$ cat config.mk
export PLATFORM = sky130hd
export DESIGN_NAME = step_delay_timer
export DESIGN_NICKNAME = d
export VERILOG_FILES = /design/src/rtl/step_delay_timer.sv
export SDC_FILE = /design/constraint.sdc
export NUM_CORES = 1
export LEC_CHECK = 0
export CAP_MARGIN = 10
export CORE_UTILIZATION = 50
export CTS_BUF_LIST = sky130_fd_sc_hd__clkbuf_4 sky130_fd_sc_hd__clkbuf_8
export CTS_CLUSTER_DIAMETER = 120
export CTS_CLUSTER_SIZE = 12
export DETAILED_ROUTE_END_ITERATION = 6
export PLACE_DENSITY = 0.83
export RECOVER_POWER = 25
export SETUP_SLACK_MARGIN = 0.2
export SYNTH_ARGS = -nofsm -noshare
export SYNTH_HDL_FRONTEND = slang
export SYNTH_SLANG_ARGS = --single-unit
$ cat constraint.sdc
create_clock -name clk -period 2.9 [get_ports clk]
set_input_delay 0.58 -clock clk [delete_from_list [all_inputs] [get_ports clk]]
set_output_delay 0.58 -clock clk [all_outputs]
set_load 0.02 [all_outputs]
$ cat src/rtl/step_delay_timer.sv
// -----------------------------------------------------------------------------
// step_delay_timer
//
// Delay timer for the stepper sequencer. A start command loads a delay in
// units of BASIC_PERIOD clocks; the timer counts it down and pulses `expire`
// when it runs out. One-shot mode stops and raises the sticky `done` flag.
// Auto-reload mode reloads the latched delay and keeps running.
//
// Ports:
//   clk        system clock, rising edge
//   reset_n    asynchronous active-low reset
//   start      load delay/periodic and (re)start counting
//   stop       abort the current count (wins over start)
//   enable     count enable; low freezes prescaler and remaining
//   periodic   0 = one-shot, 1 = auto-reload (sampled with start)
//   delay      delay in units (sampled with start)
//   busy       high while in RUN
//   done       sticky one-shot completion flag, cleared by start
//   expire     one-cycle pulse at each expiry
//   tick       one-cycle pulse at each unit boundary
//   remaining  units left in the current period
// -----------------------------------------------------------------------------
module step_delay_timer #(
  parameter int PERIOD_W     = 20,
  parameter int BASIC_PERIOD = 500000,
  parameter int DELAY_W      = 8
) (
  input  logic               clk,
  input  logic               reset_n,
  input  logic               start,
  input  logic               stop,
  input  logic               enable,
  input  logic               periodic,
  input  logic [DELAY_W-1:0] delay,
  output logic               busy,
  output logic               done,
  output logic               expire,
  output logic               tick,
  output logic [DELAY_W-1:0] remaining
);

  typedef enum logic {
    IDLE = 1'b0,
    RUN  = 1'b1
  } state_t;

  localparam logic [PERIOD_W-1:0] PRESCALE_LAST = PERIOD_W'(BASIC_PERIOD - 1);
  localparam logic [DELAY_W-1:0]  ONE_UNIT      = DELAY_W'(1);

  state_t              state;
  logic [PERIOD_W-1:0] prescaler;
  logic [DELAY_W-1:0]  delay_q;
  logic                periodic_q;

  // busy is a direct decode of the state register, so it is registered too.
  assign busy = (state == RUN);

  // NOTE: all state lives in this one clocked block and uses non-blocking
  // assignments, so every read below sees the value from before the edge.
  always_ff @(posedge clk or negedge reset_n) begin
    if (!reset_n) begin
      state      <= IDLE;
      prescaler  <= '0;
      remaining  <= '0;
      delay_q    <= '0;
      periodic_q <= 1'b0;
      done       <= 1'b0;
      expire     <= 1'b0;
      tick       <= 1'b0;
    end else begin
      // Pulses default low; they are raised only on the edge that earns them.
      expire <= 1'b0;
      tick   <= 1'b0;

      if (stop) begin
        // Abort: remaining and done are deliberately left as they were.
        state     <= IDLE;
        prescaler <= '0;
      end else if (start) begin
        prescaler <= '0;
        delay_q   <= delay;
        if (delay != '0) begin
          periodic_q <= periodic;
          remaining  <= delay;
          done       <= 1'b0;
          state      <= RUN;
        end else begin
          // Zero delay expires immediately, always as a one-shot.
          periodic_q <= 1'b0;
          remaining  <= '0;
          done       <= 1'b1;
          expire     <= 1'b1;
          state      <= IDLE;
        end
      end else if (state == RUN && enable) begin
        if (prescaler == PRESCALE_LAST) begin
          prescaler <= '0;
          tick      <= 1'b1;
          if (remaining == ONE_UNIT) begin
            expire <= 1'b1;
            if (periodic_q) begin
              remaining <= delay_q;
            end else begin
              remaining <= '0;
              done      <= 1'b1;
              state     <= IDLE;
            end
          end else begin
            remaining <= remaining - ONE_UNIT;
          end
        end else begin
          prescaler <= prescaler + PERIOD_W'(1);
        end
      end
    end
  end

endmodule
After elaboration in Yosys (flattened, before gate mapping)
Index checks and enable logic that the tools add are counted.
{"block": "word_totals", "reg_bits": 41, "input_bits": 14, "out_inout_bits": 12, "word_cells": 60}
{"block": "op_classes", "addsub": 2, "eq_ne": 4, "mux": 33, "bitwise": 1, "reduce_logical": 12}
{"operator": "20-bit two-way mux", "n": 4}
{"operator": "8-bit two-way mux", "n": 6}
{"operator": "1-bit two-way mux", "n": 23}
{"operator": "20-bit by 1-bit adder with 20-bit output, second input constant", "n": 1}
{"operator": "20-bit by 19-bit == test with 1-bit output, second input constant", "n": 1}
{"operator": "3-bit nonzero test", "n": 3}
{"operator": "8-bit by 1-bit == test with 1-bit output, second input constant", "n": 1}
{"operator": "8-bit nonzero test", "n": 1}
{"operator": "8-bit by 1-bit subtractor with 8-bit output, second input constant", "n": 1}
{"operator": "2-bit nonzero test", "n": 3}
{"operator": "5-bit AND reduction", "n": 1}
{"operator": "4-bit AND reduction", "n": 1}
{"operator": "3-bit inequality test, second input constant", "n": 1}
{"operator": "3-bit AND reduction", "n": 1}
{"operator": "2-bit inequality test, second input constant", "n": 1}
{"operator": "2-bit AND reduction", "n": 1}
{"operator": "1-bit logical AND", "n": 1}
{"operator": "1-bit NOT", "n": 1}

Longest topological paths before layout
Gate-level depths: netlist of the first run.
{"block": "depth", "depth_word": 6, "mapped_depth": 7, "ltp_nobuf": 7}

Least setup slack after synthesis of the first run
No wires, ideal clock.
{"block": "synth_timing", "path_kind": "reg-to-reg", "start": "register prescaler[12]", "end": "register state (netlist: busy)", "t_arrival_ps": 2052, "required_time_ps": 2780, "setup_slack_ps": 728, "stages_incl_launch_ff": 6, "period_less_slack_ps": 2172, "path_cell_list": "dfrtp_1 > or4b_4 > nor4_4 > nand3_2 > or3_4 > a31o_1"}
{"block": "synth_between", "elab_chain_cells": 3}
{"element": "from (decl)", "line": "51", "source": "logic [PERIOD_W-1:0] prescaler;"}
{"element": "from (signal assigned)", "line": "112", "source": "prescaler <= prescaler + PERIOD_W'(1);"}
{"element": "20-bit by 19-bit == test with 1-bit output", "line": "96", "source": "if (prescaler == PRESCALE_LAST) begin"}
{"element": "3-bit nonzero test (no source line)"}
{"element": "4-bit AND reduction (no source line)"}
{"element": "to (signal assigned)", "line": "86", "source": "state <= RUN;"}
{"element": "to (signal assigned)", "line": "93", "source": "state <= IDLE;"}
{"element": "to (signal assigned)", "line": "106", "source": "state <= IDLE;"}
{"element": "to (decl)", "line": "50", "source": "state_t state;"}
Every way passes these cells.
A chain may end at the register's enable or synchronous reset.

Worst setup path in the final report of the first run
{"block": "layout_timing", "start": "register prescaler[9]", "end": "register done"}
{"block": "layout_between", "elab_chain_cells": 3}
{"element": "20-bit by 19-bit == test with 1-bit output", "line": "96"}
{"element": "2-bit nonzero test (no source line)"}
{"element": "5-bit AND reduction (no source line)"}
{"element": "to (signal assigned)", "line": "85", "source": "done <= 1'b0;"}
{"element": "to (signal assigned)", "line": "91", "source": "done <= 1'b1;"}
{"element": "to (signal assigned)", "line": "105", "source": "done <= 1'b1;"}
{"element": "to (decl)", "line": "36", "source": "output logic done,"}
Every way passes these cells.

==> results of run 1 <==
-- area by class of cell --
class	count	area, um^2	share of cell area [%]
Sequential cell	41	1030	37.9
Multi-Input combinational cell	207	1220	45.0
Inverter	9	33.8	1.25
Tap cell	52	65.1	2.40
Timing Repair Buffer	29	274	10.1
Clock buffer	8	91.3	3.37
-- worst max-delay path by stage --
stage	startpoint	endpoint	slack, ps	cells after the start
floorplan	prescaler[12]	busy	730	5
global placement	enable	busy	480	6
detailed placement	enable	busy	430	6
CTS	prescaler[9]	done	560	5
global route	reset_n	remaining[6]	300	1
finish	prescaler[9]	done	540	5
-- cell usage in the layout, fill, tap and decap left out, drive strengths merged, types with 3 or more instances in the layout --
cell type / synthesis / layout
dfrtp: 41 / 41
or4: 3 / 3
inv: 9 / 9
nand4: 7 / 7
or3: 3 / 3
nand3: 22 / 22
or4b: 3 / 3
nor4: 6 / 6
o31a: 4 / 4
nor2: 29 / 29
nand2b: 3 / 3
nand2: 43 / 43
xnor2: 8 / 8
o21ai: 12 / 12
a21oi: 12 / 12
o22ai: 5 / 5
clkbuf: 10 / 9
ha: 3 / 3
xor2: 6 / 6
nor3: 7 / 7
clkdlybuf4s50: 0 / 24
buf: 0 / 4
-- metal layers --
layer  share of wire [%]  vias up  wire (um)  track usage [%]
met2                  45      102       2390             33.3
li1                    -     1005          -                -
met5                   0        -          0                0
met3                 7.3        7        386             5.05
met4                 1.2        0         65             7.56
met1                  46     1002       2430             33.9
-- kinds of logic (layout without fill, tap and decap cells) --
| kind of cell | after synthesis | in the layout | synth area share (%) |
|---|---|---|---|
| and+or+nand+nor | 137 | 137 | 30.4 |
| AOI/OAI and AO/OA | 52 | 52 | 14.9 |
| DFF | 41 | 41 | 44.3 |
| buffers and inverters | 19 | 46 | 3.08 |
| xor gates and xnor gates | 14 | 14 | 5.30 |
| adders and majority gates | 3 | 3 | 1.62 |
| muxes | 1 | 1 | 0.432 |
-- synthesized netlist by cell type (2+ instances only) --
library cell,count
dfrtp_1,41
nand4_1,7
ha_1,3
o31ai_1,2
o31a_1,4
a22o_1,2
a22oi_1,2
nor4_1,5
nand3b_1,2
inv_1,9
xor2_1,6
xnor2_1,8
nand2b_1,3
nor2_1,29
nor3_1,6
and3_1,2
or3_1,2
or4_1,3
o21ai_0,12
nand3_1,21
o211ai_1,2
a211oi_1,2
clkbuf_1,10
nand2_1,43
a31oi_1,2
o311ai_0,2
o22ai_1,5
a21oi_1,12
nor2b_1,2
-- state kept, by name, indices dropped and copies added (netlist names) --
| name | flops |
|---|---|
| busy | 1 |
| delay_q | 8 |
| done | 1 |
| expire | 1 |
| periodic_q | 1 |
| prescaler | 20 |
| remaining | 8 |
| tick | 1 |
-- stage by stage --
step	hold slack [ps]	setup WS, ps	cell area, um^2
floorplan	284	728	2310
global route	518	305	2710
CTS	441	558	2710
detailed placement	464	433	2620
global placement	462	483	2620
finish	478	541	2710
-- power by group through the flow --
stage	combinational, uW	sequential (uW)	clock, uW
6_report	230	655	381
4_1_cts	230	653	390
2_1_floorplan	112	672	0
3_3_place_gp	223	664	0
3_5_place_dp	228	664	0
5_1_grt	253	660	412
-- worst max-delay path: stages, from the launching register on --
cell      delay (ps)
dfrtp_1          420
or4b_1           540
nor3_1           420
nand3_2          220
or3_4            420
a221oi_2         240
==> impl_metrics.csv, run 1 <==
group,metric,value,unit
run_status,status,"finished, violations left",
run_status,violations,"capacitance limit, slew limit",
final_layout,final_util,61.3,%
placement,port_buffers,25,
die,initial_utilization,52.4,%
die,dieArea,4910,um^2
routing,num_vias,2116,
power,p_clk_share,30.1,%
routing,routed_wirelength,5270,um
clocking,cts_tree,"yes",
hold_path,worstHoldPathCells,2,
flow_run,maxCapViolations,1,
global_route,grt_pass1_wl,9130,um
critical_path,rr_endpoint,"done",
clocking,hold_buffers,0,
logic_synthesis,yosys_warnings,0,
die,coreArea,4410,um^2
routing,wire_per_inst,15.2,um
power,swShare,28.1,%
sta,slew_viol_final,42,
sta,rsz0062_at_grt,"no",
power,p_leak,0.00108,uW
critical_path,worst_r2r_startpoint,"prescaler[9]",
clocking,cts_root_buf,"clkbuf_8",
logic_synthesis,synth_cells,267,
final_layout,fillers,390,
logic_synthesis,ys_types,47,
critical_path,reg2regPathDepth,5,
power,irDropWorstVdd,224,uV
critical_path,path_class,"register to register",
sta,tightest_slew,2170,ps
routing,ant_nets,0,
global_route,antenna_found_initial,0,
final_layout,layout.nets,310,
routing,viasPerCell,6.12,
clocking,ctsResizeCount,0,
power,p_per_area,468,nW/um^2
routing,drt_iter0_markers,296,
logic_synthesis,ys_seq_area_share,44.3,%
clocking,numCtsBuffers,5,
sta,hold_viol_final,0,
logic_synthesis,yosysTopAreaCellShare,44.3,%
clocking,clkLatencyLatePin,290,ps
final_layout,antenna_cells,0,
global_route,grt_pass1_vias,1997,
hold_path,hold_end,"delay_q[1]",
global_route,grt-ovfl-total,0,
final_layout,areaGrowthSynthToFinish,17.0,%
power,combPwrFrac,18.2,%
hold_path,min_path_type,"register to register",
power,power,1270,uW
critical_path,crit_fanout,6,
die,die_h,70.0,um
critical_path,required,3100,ps
final_layout,instances_no_fill,346,
critical_path,worst_ep_arrival_time,2560,ps
logic_synthesis,synth_flop_cell,"dfrtp_1",
die,std_cell_rows,24,
logic_synthesis,async_flop_share,100,%
logic_synthesis,syn_nets,284,
sta,period_needed,2360,ps
routing,drt_first_pass_iters,6,
sta,period_share,81.3,%
power,p_int,911,uW
clocking,clk_pin_slew,70,ps
logic_synthesis,synth-edff-count,0,
placement,hpwl,3690,um
routing,post-route-drc-count,0,
sta,skew,3.94,ps
clocking,cts.path.max_buffers,2,
die,die_width,70.0,um
global_route,grtUsageTotal,23.0,%
hold_path,min_from,"delay_q[1]",
global_route,grt_max_degree,42,
placement,gp_congestion,0.872,
logic_synthesis,yosys-top-cells-area,"dfrtp_1, nand2_1, nor2_1",
final_layout,drive_above_1_share,7.14,%
sta,tns,0,ps
sta,finalSetupViolCount,0,
clocking,ctsHtreeMaxLevel,2,
sta,fmax,424,MHz
logic_synthesis,avgSynthCellArea,8.67,um^2
logic_synthesis,yosysTopAreaCell,"dfrtp_1",
critical_path,r2r_slack,540,ps
die,pin_count,26,
critical_path,crit_path_start_kind,"register",
clocking,clock-sinks,41,
sta,slew_headroom,-44.7,%
clocking,postCtsSetupBuffers,0,
logic_synthesis,synthesis.area,2310,um^2
logic_synthesis,synth-seq-cells,41,
placement,dpl.cell_count,338,
critical_path,critPathCaptureType,"register",
power,seqPwrFrac,51.7,%
power,netSwitchingPower,356,uW
No activity file was read; power rests on OpenSTA's default activity.
==> run 2: changes to the inputs <==
--- a/config.mk
+++ b/config.mk
@@ -11,7 +11,7 @@
 export CTS_CLUSTER_DIAMETER = 120
 export CTS_CLUSTER_SIZE = 12
 export DETAILED_ROUTE_END_ITERATION = 6
-export PLACE_DENSITY = 0.83
+export PLACE_DENSITY = 0.86
 export RECOVER_POWER = 25
 export SETUP_SLACK_MARGIN = 0.2
 export SYNTH_ARGS = -nofsm -noshare
==> constraint.sdc (replaced) <==
create_clock -name clk -period 2 [get_ports clk]
set_input_delay 0.4 -clock clk [delete_from_list [all_inputs] [get_ports clk]]
set_output_delay 0.4 -clock clk [all_outputs]
set_load 0.02 [all_outputs]
==> impl_metrics.csv, run 2 (same netlist as run 1, synthesis figures left out) <==
group,metric,value,unit
run_status,status,"finished, violations left",
run_status,violations,"setup timing",
global_route,grt_pass1_wl,11500,um
final_layout,mostFrequentLayoutCells,"buf_4, nand2_1, dfrtp_1, nor2_1, clkdlybuf4s50_1",
sta,slew_headroom,40.0,%
routing,viasPerCell,6.87,
power,power,2010,uW
critical_path,crit_fanout,3,
power,p_leak,0.00148,uW
final_layout,layout.nets,362,
final_layout,final_common_cell,"buf_4",
critical_path,path_class,"register to register",
routing,ant_nets,0,
critical_path,r2r_slack,-190,ps
die,initial_utilization,52.4,%
sta,fmax,457,MHz
clocking,ctsHtreeMaxLevel,2,
sta,slew_viol_final,0,
sta,period_needed,2190,ps
clocking,clkLatencyLatePin,300,ps
final_layout,largest_register_ffs,20,
global_route,grt_max_degree,20,
critical_path,critPathLaunch,"prescaler[1]",
clocking,cts_root_buf,"clkbuf_8",
critical_path,required,2210,ps
global_route,grtUsageTotal,30.3,%
critical_path,worst_ep_arrival_time,2400,ps
sta,tightest_slew,899,ps
clocking,clk_pin_slew,80,ps
hold_path,min_path_type,"input port to asynchronous set/reset pin",
routing,routed_wirelength,9320,um
clocking,hold_buffers,0,
global_route,grt-ovfl-total,0,
die,coreArea,4410,um^2
power,p_per_area,582,nW/um^2
final_layout,top_regs,"prescaler: 20 flops, delay_q: 8 flops, remaining: 8 flops",
sta,finalSetupViolCount,25,
sta,skew,5.85,ps
power,irDropWorstVdd,396,uV
routing,post-route-drc-count,0,
placement,hpwl,4390,um
critical_path,worst_r2r_startpoint,"prescaler[1]",
sta,hold_viol_final,0,
clocking,cts.path.max_buffers,2,
final_layout,largest_register,"prescaler",
sta,fin_ws,-189,ps
global_route,antenna_found_initial,0,
clocking,cts_tree,"yes",
critical_path,reg2regPathDepth,7,
critical_path,crit_path_start_kind,"register",
final_layout,antenna_cells,0,
clocking,numCtsBuffers,5,
clocking,clock-sinks,41,
sta,period_share,109,%
final_layout,final_util,78.1,%
placement,gp_congestion,0.862,
routing,drt_first_pass_iters,6,
die,die_width,70.0,um
routing,num_vias,2735,
sta,tns,-3090,ps
global_route,grt_pass1_vias,2388,
critical_path,critPathCaptureType,"register",
die,pin_count,26,
die,dieArea,4910,um^2
die,std_cell_rows,24,
placement,port_buffers,25,
routing,wire_per_inst,23.4,um
sta,rsz0062_at_grt,"yes",
final_layout,areaGrowthSynthToFinish,49.0,%
die,die_h,70.0,um
critical_path,endpoint,"remaining[3]",
flow_run,maxCapViolations,0,
routing,drt_iter0_markers,479,
final_layout,fillers,241,
final_layout,drive_above_1_share,34.4,%
critical_path,rr_endpoint,"remaining[3]",
-- run 2: cell count changes in the layout (fill, tap and decap cells not counted), sizes merged --
cell	previous run	this run
clkdlybuf4s50	24	15
dlymetal6s2s	0	5
clkbuf	9	11
dlygate4sd2	0	4
buf	4	54
-- run 2: worst min path at each step --
| stage | end | slack, ps |
|---|---|---|
| finish | remaining[1] | 190 |
| global placement | prescaler[6] | 330 |
| floorplan | busy | 100 |
| global route | remaining[1] | 250 |
| detailed placement | prescaler[6] | 330 |
| CTS | delay_q[0] | 7 |
-- run 2: what timing repair did --
item / 4_1_cts / 5_1_grt
setup buffers: 3 / 7
gates resized for setup: 38 / 44
pin swaps: 12 / 17
gates cloned: 0 / 1
endpoints found under the setup margin: 36 / 37
-- run 2: routing by layer --
layer / vias up / share of wire, % / track usage, %
li1: 1118 / - / -
met1: 1288 / 36 / 39.4
met2: 245 / 45 / 48.7
met3: 84 / 11 / 6.49
met4: 0 / 7.9 / 13.1
met5: - / 0 / 0
-- run 2: worst max-delay path: stages, from the launching register on --
cell and delay (ps):
dfrtp_1 370, ha_1 230, nand4_1 250, nor4_4 450, buf_4 240, nand4_1 150
buf_4 200, o211ai_1 200
-- run 2: where the power goes --
| group | switching [uW] | internal [uW] |
|---|---|---|
| Sequential | 54.5 | 881 |
| Clock | 296 | 309 |
| Combinational | 267 | 198 |
-- run 2: layout make-up --
cell class | count | area (um^2) | area share [%]
multi-input combinational | 207 | 1490 | 43.2
sequential | 41 | 1030 | 29.9
timing repair buffer | 81 | 729 | 21.2
clock buffer | 8 | 97.6 | 2.83
tap | 52 | 65.1 | 1.89
inverter | 9 | 33.8 | 0.980
-- run 2: through the flow --
stage / cell area, um^2 / std cells / hold WS [ps] / setup slack [ps]
detailed placement: 2960 / 379 / 334 / -175
global placement: 2960 / 379 / 334 / -83.2
floorplan: 2330 / 267 / 104 / -152
CTS: 3180 / 390 / 7.16 / -3.30
global route: 3450 / 398 / 248 / -307
finish: 3450 / 398 / 192 / -189
==> RTL edit 1, RTL diff (flow settings as in run 1) <==
Register the output `busy`; this adds one clock of latency there. The other outputs are not delayed to match. Comments in the files are not updated.
--- a/src/rtl/step_delay_timer.sv
+++ b/src/rtl/step_delay_timer.sv
@@ -55,3 +55,5 @@
   // busy is a direct decode of the state register, so it is registered too.
-  assign busy = (state == RUN);
+  always_ff @(posedge clk) begin
+    busy <= (state == RUN);
+  end
 
Behaviour: not the same (Yosys sat finds a counterexample within 4 cycles, from zero or initial values and one cycle with reset_n low).
==> RTL edit 1 against run 1 <==
- the run still ends with max-capacitance violations, max-slew violations left
- design area rose by 1.8%
- critical endpoint unchanged
- cell count rose by 0.29%
- sequential cell count rose by 1
- total power rose by 11%
- sequential share of layout area rose by 0.056 points
- worst setup slack got worse by 21 ps
- area after synthesis rose by 0.86%
- highest routed layer unchanged
- routed wire length rose by 6.7%
==> RTL edit 1: results (changes against run 1) <==
reg2reg start - prescaler[11]$_DFFE_PN0N_
Wirelength per Cell - 16.20 µm (+6.4%)
max_cap viols - 1 (unchanged)
nets - 311 (+0.32%)
clock group share of total power - 0.355 (+0.054)
sequential share of power - 0.479 (-0.038)
status - finished with violations
failing checks - max-capacitance violations, max-slew violations
DR vias - 2,143 (+1.3%)
layout cells sized above 1 - 0.07119 (-0.0002421)
dpl ws - 433.6 ps (+0.5910 ps)
Synth cell types - 48 (+2.1%)
average size of a mapped cell - 8.712 µm² (+0.49%)
Clock Sinks - 42 (+2.4%)
fraction of area in registers - 0.3795 (+0.0005559)
hold endpoint - busy$_DFF_P_
Int Pwr - 1.016 mW (+12%)
max-slew violation count - 42 (unchanged)
area growth from synthesis to layout - 18.06%
Placer Congestion - 0.8902 (+2.1%)
Reg2Reg Setup Slack - 520 ps (-20 ps)
DR WL met2 - 2529 µm (+5.9%)
# clk buffers - 7 (-1)
DRT Pass-1 Iters - 4 (-2)
GRT Overall Usage - 0.2357 (+0.006105)
placed cell area - 2638 µm² (+0.76%)
cell area after synthesis - 2335 µm² (+0.86%)
Setup Skew - 12.86 ps (+8.928 ps)
-- RTL edit 1: cells by family (layout without fill, tap and decap cells) --
family                     after synthesis  count (layout)  synth area share
AOI/OAI and AO/OA                       52              52            0.1474
adders and majority gates                3               3           0.01608
xor gates and xnor gates                14              14           0.05252
muxes                                    1               1          0.004287
DFF                                     42              42            0.4480
buffers and inverters                   19              46           0.03055
and+or+nand+nor                        137             137            0.3012
-- RTL edit 1: worst max path at each step --
stage                                    from                   endpoint  slack, ps
floorplan           prescaler[12]$_DFFE_PN0N_          state$_DFFE_PN0P_        730
global placement                       enable          state$_DFFE_PN0P_        480
detailed placement                     enable          state$_DFFE_PN0P_        430
CTS                 prescaler[11]$_DFFE_PN0N_           done$_DFFE_PN0P_        550
global route                          reset_n  prescaler[17]$_DFFE_PN0N_        320
finish              prescaler[11]$_DFFE_PN0N_           done$_DFFE_PN0P_        520
==> RTL edit 2, RTL diff (config.mk and constraints of run 1) <==
Made on the original files. Set the parameter `BASIC_PERIOD` to 375000 (it was 500000).
--- a/src/rtl/step_delay_timer.sv
+++ b/src/rtl/step_delay_timer.sv
@@ -24,3 +24,3 @@
   parameter int PERIOD_W     = 20,
-  parameter int BASIC_PERIOD = 500000,
+  parameter int BASIC_PERIOD = 375000,
   parameter int DELAY_W      = 8
Check against the original RTL: no difference found for any inputs over 10 cycles, from zero or initial values and one cycle with reset_n low; that may be too few to reach the edited logic, so the function may still have changed.
==> RTL edit 2 against run 1 <==
- the flow finishes with violations (design-rule violations, max-capacitance violations, max-slew violations)
- worst setup slack better by 100 ps
- die area up 1.4%
- routed wire length is 9.0% higher
- design area rose by 1.1%
- sequential cell count unchanged
- total power increased by 1.3%
- first-iteration DRC count fell by 26%
- area after synthesis increased by 1.5%
- count of clock-buffer cells in the layout fell by 1
- utilization grew 0.23 points
- critical endpoint is now prescaler[14]$_DFFE_PN0N_
- highest routed layer unchanged
==> RTL edit 2: results (changes against run 1) <==
GRT Overall Usage - 0.2430 (+0.01339)
Worst Hold Margin - 479.9 ps (+1.625 ps)
failing checks - design-rule violations, max-capacitance violations, max-slew violations
Placer Congestion - 0.9256 (+6.1%)
status - finished with violations
Final HPWL DP - 4038 µm (+9.4%)
iteration-0 DRC count of the detailed router - 219 (-26%)
Adder-Cell Fraction of Synth Area - 0.01598 (-0.0002333)
xor and xnor area share after synthesis - 0.05594 (+0.002967)
max_slew headroom - -0.4886 (-0.04157)
area fraction in compound gates after synthesis - 0.1050 (-0.04369)
hold endpoint - delay_q[4]$_DFFE_PN0P_
dpl ws - 367.0 ps (-66.03 ps)
vias in the first global route - 1,953 (-2.2%)
FF+latch count - 41 (unchanged)
Leakage - 1.155 nW (+7.3%)
max-slew violation count - 42 (unchanged)
Max Clk Rate - 443.0 MHz (+4.5%)
Inverters - 6 (-3)
first-pass GRT wire length - 9508 µm (+4.2%)
Total Wirelength - 5745 µm (+9.0%)
terminus of the critical flop-to-flop path - busy$_DFFE_PN0P_
via/cell ratio - 6.303 (+3.1%)
Setup Crit Path Kind - input port to flop
Synth cell types - 54 (+15%)
R2R depth - 6 (+1)
max_cap viols - 1 (unchanged)
DR DRC count - 2 (+2)
placed cell area - 2648 µm² (+1.1%)
CORE AREA - 4444 µm² (+0.68%)
# clk buffers - 7 (-1)
Setup Skew - 5.101 ps (+1.165 ps)
reg2reg start - prescaler[0]$_DFFE_PN0N_
dpl cells - 339 (+0.30%)
Crit path arrival time - 2490 ps (-70 ps)
Reg2Reg Setup Slack - 810 ps (+270 ps)
Data buffer area share - 0.1001 (-0.001064)
-- RTL edit 2: power breakdown --
group | total (mW) | leakage (nW) | switching [mW] | internal [mW]
Clock | 0.389 | 0.0477 | 0.191 | 0.198
Sequential | 0.661 | 0.534 | 0.0529 | 0.608
Combinational | 0.234 | 0.573 | 0.127 | 0.106
Total | 1.28 | 1.15 | 0.371 | 0.912
-- RTL edit 2: metal layers --
| layer | vias to the layer above | track usage | routed length (µm) |
|---|---|---|---|
| met1 | 1057 | 0.3611 | 2684 |
| met5 | - | 0 | 0 |
| met4 | 0 | 0.06444 | 75 |
| li1 | 1022 | - | - |
| met2 | 93 | 0.3765 | 2583 |
| met3 | 9 | 0.03561 | 400 |
-- RTL edit 2: worst max-delay path, stage by stage --
cell	delay (ps)
clkdlybuf4s50_1	620
nor2_1	310
nand2_1	150
a21oi_1	480
and3_1	250
a221o_1	110
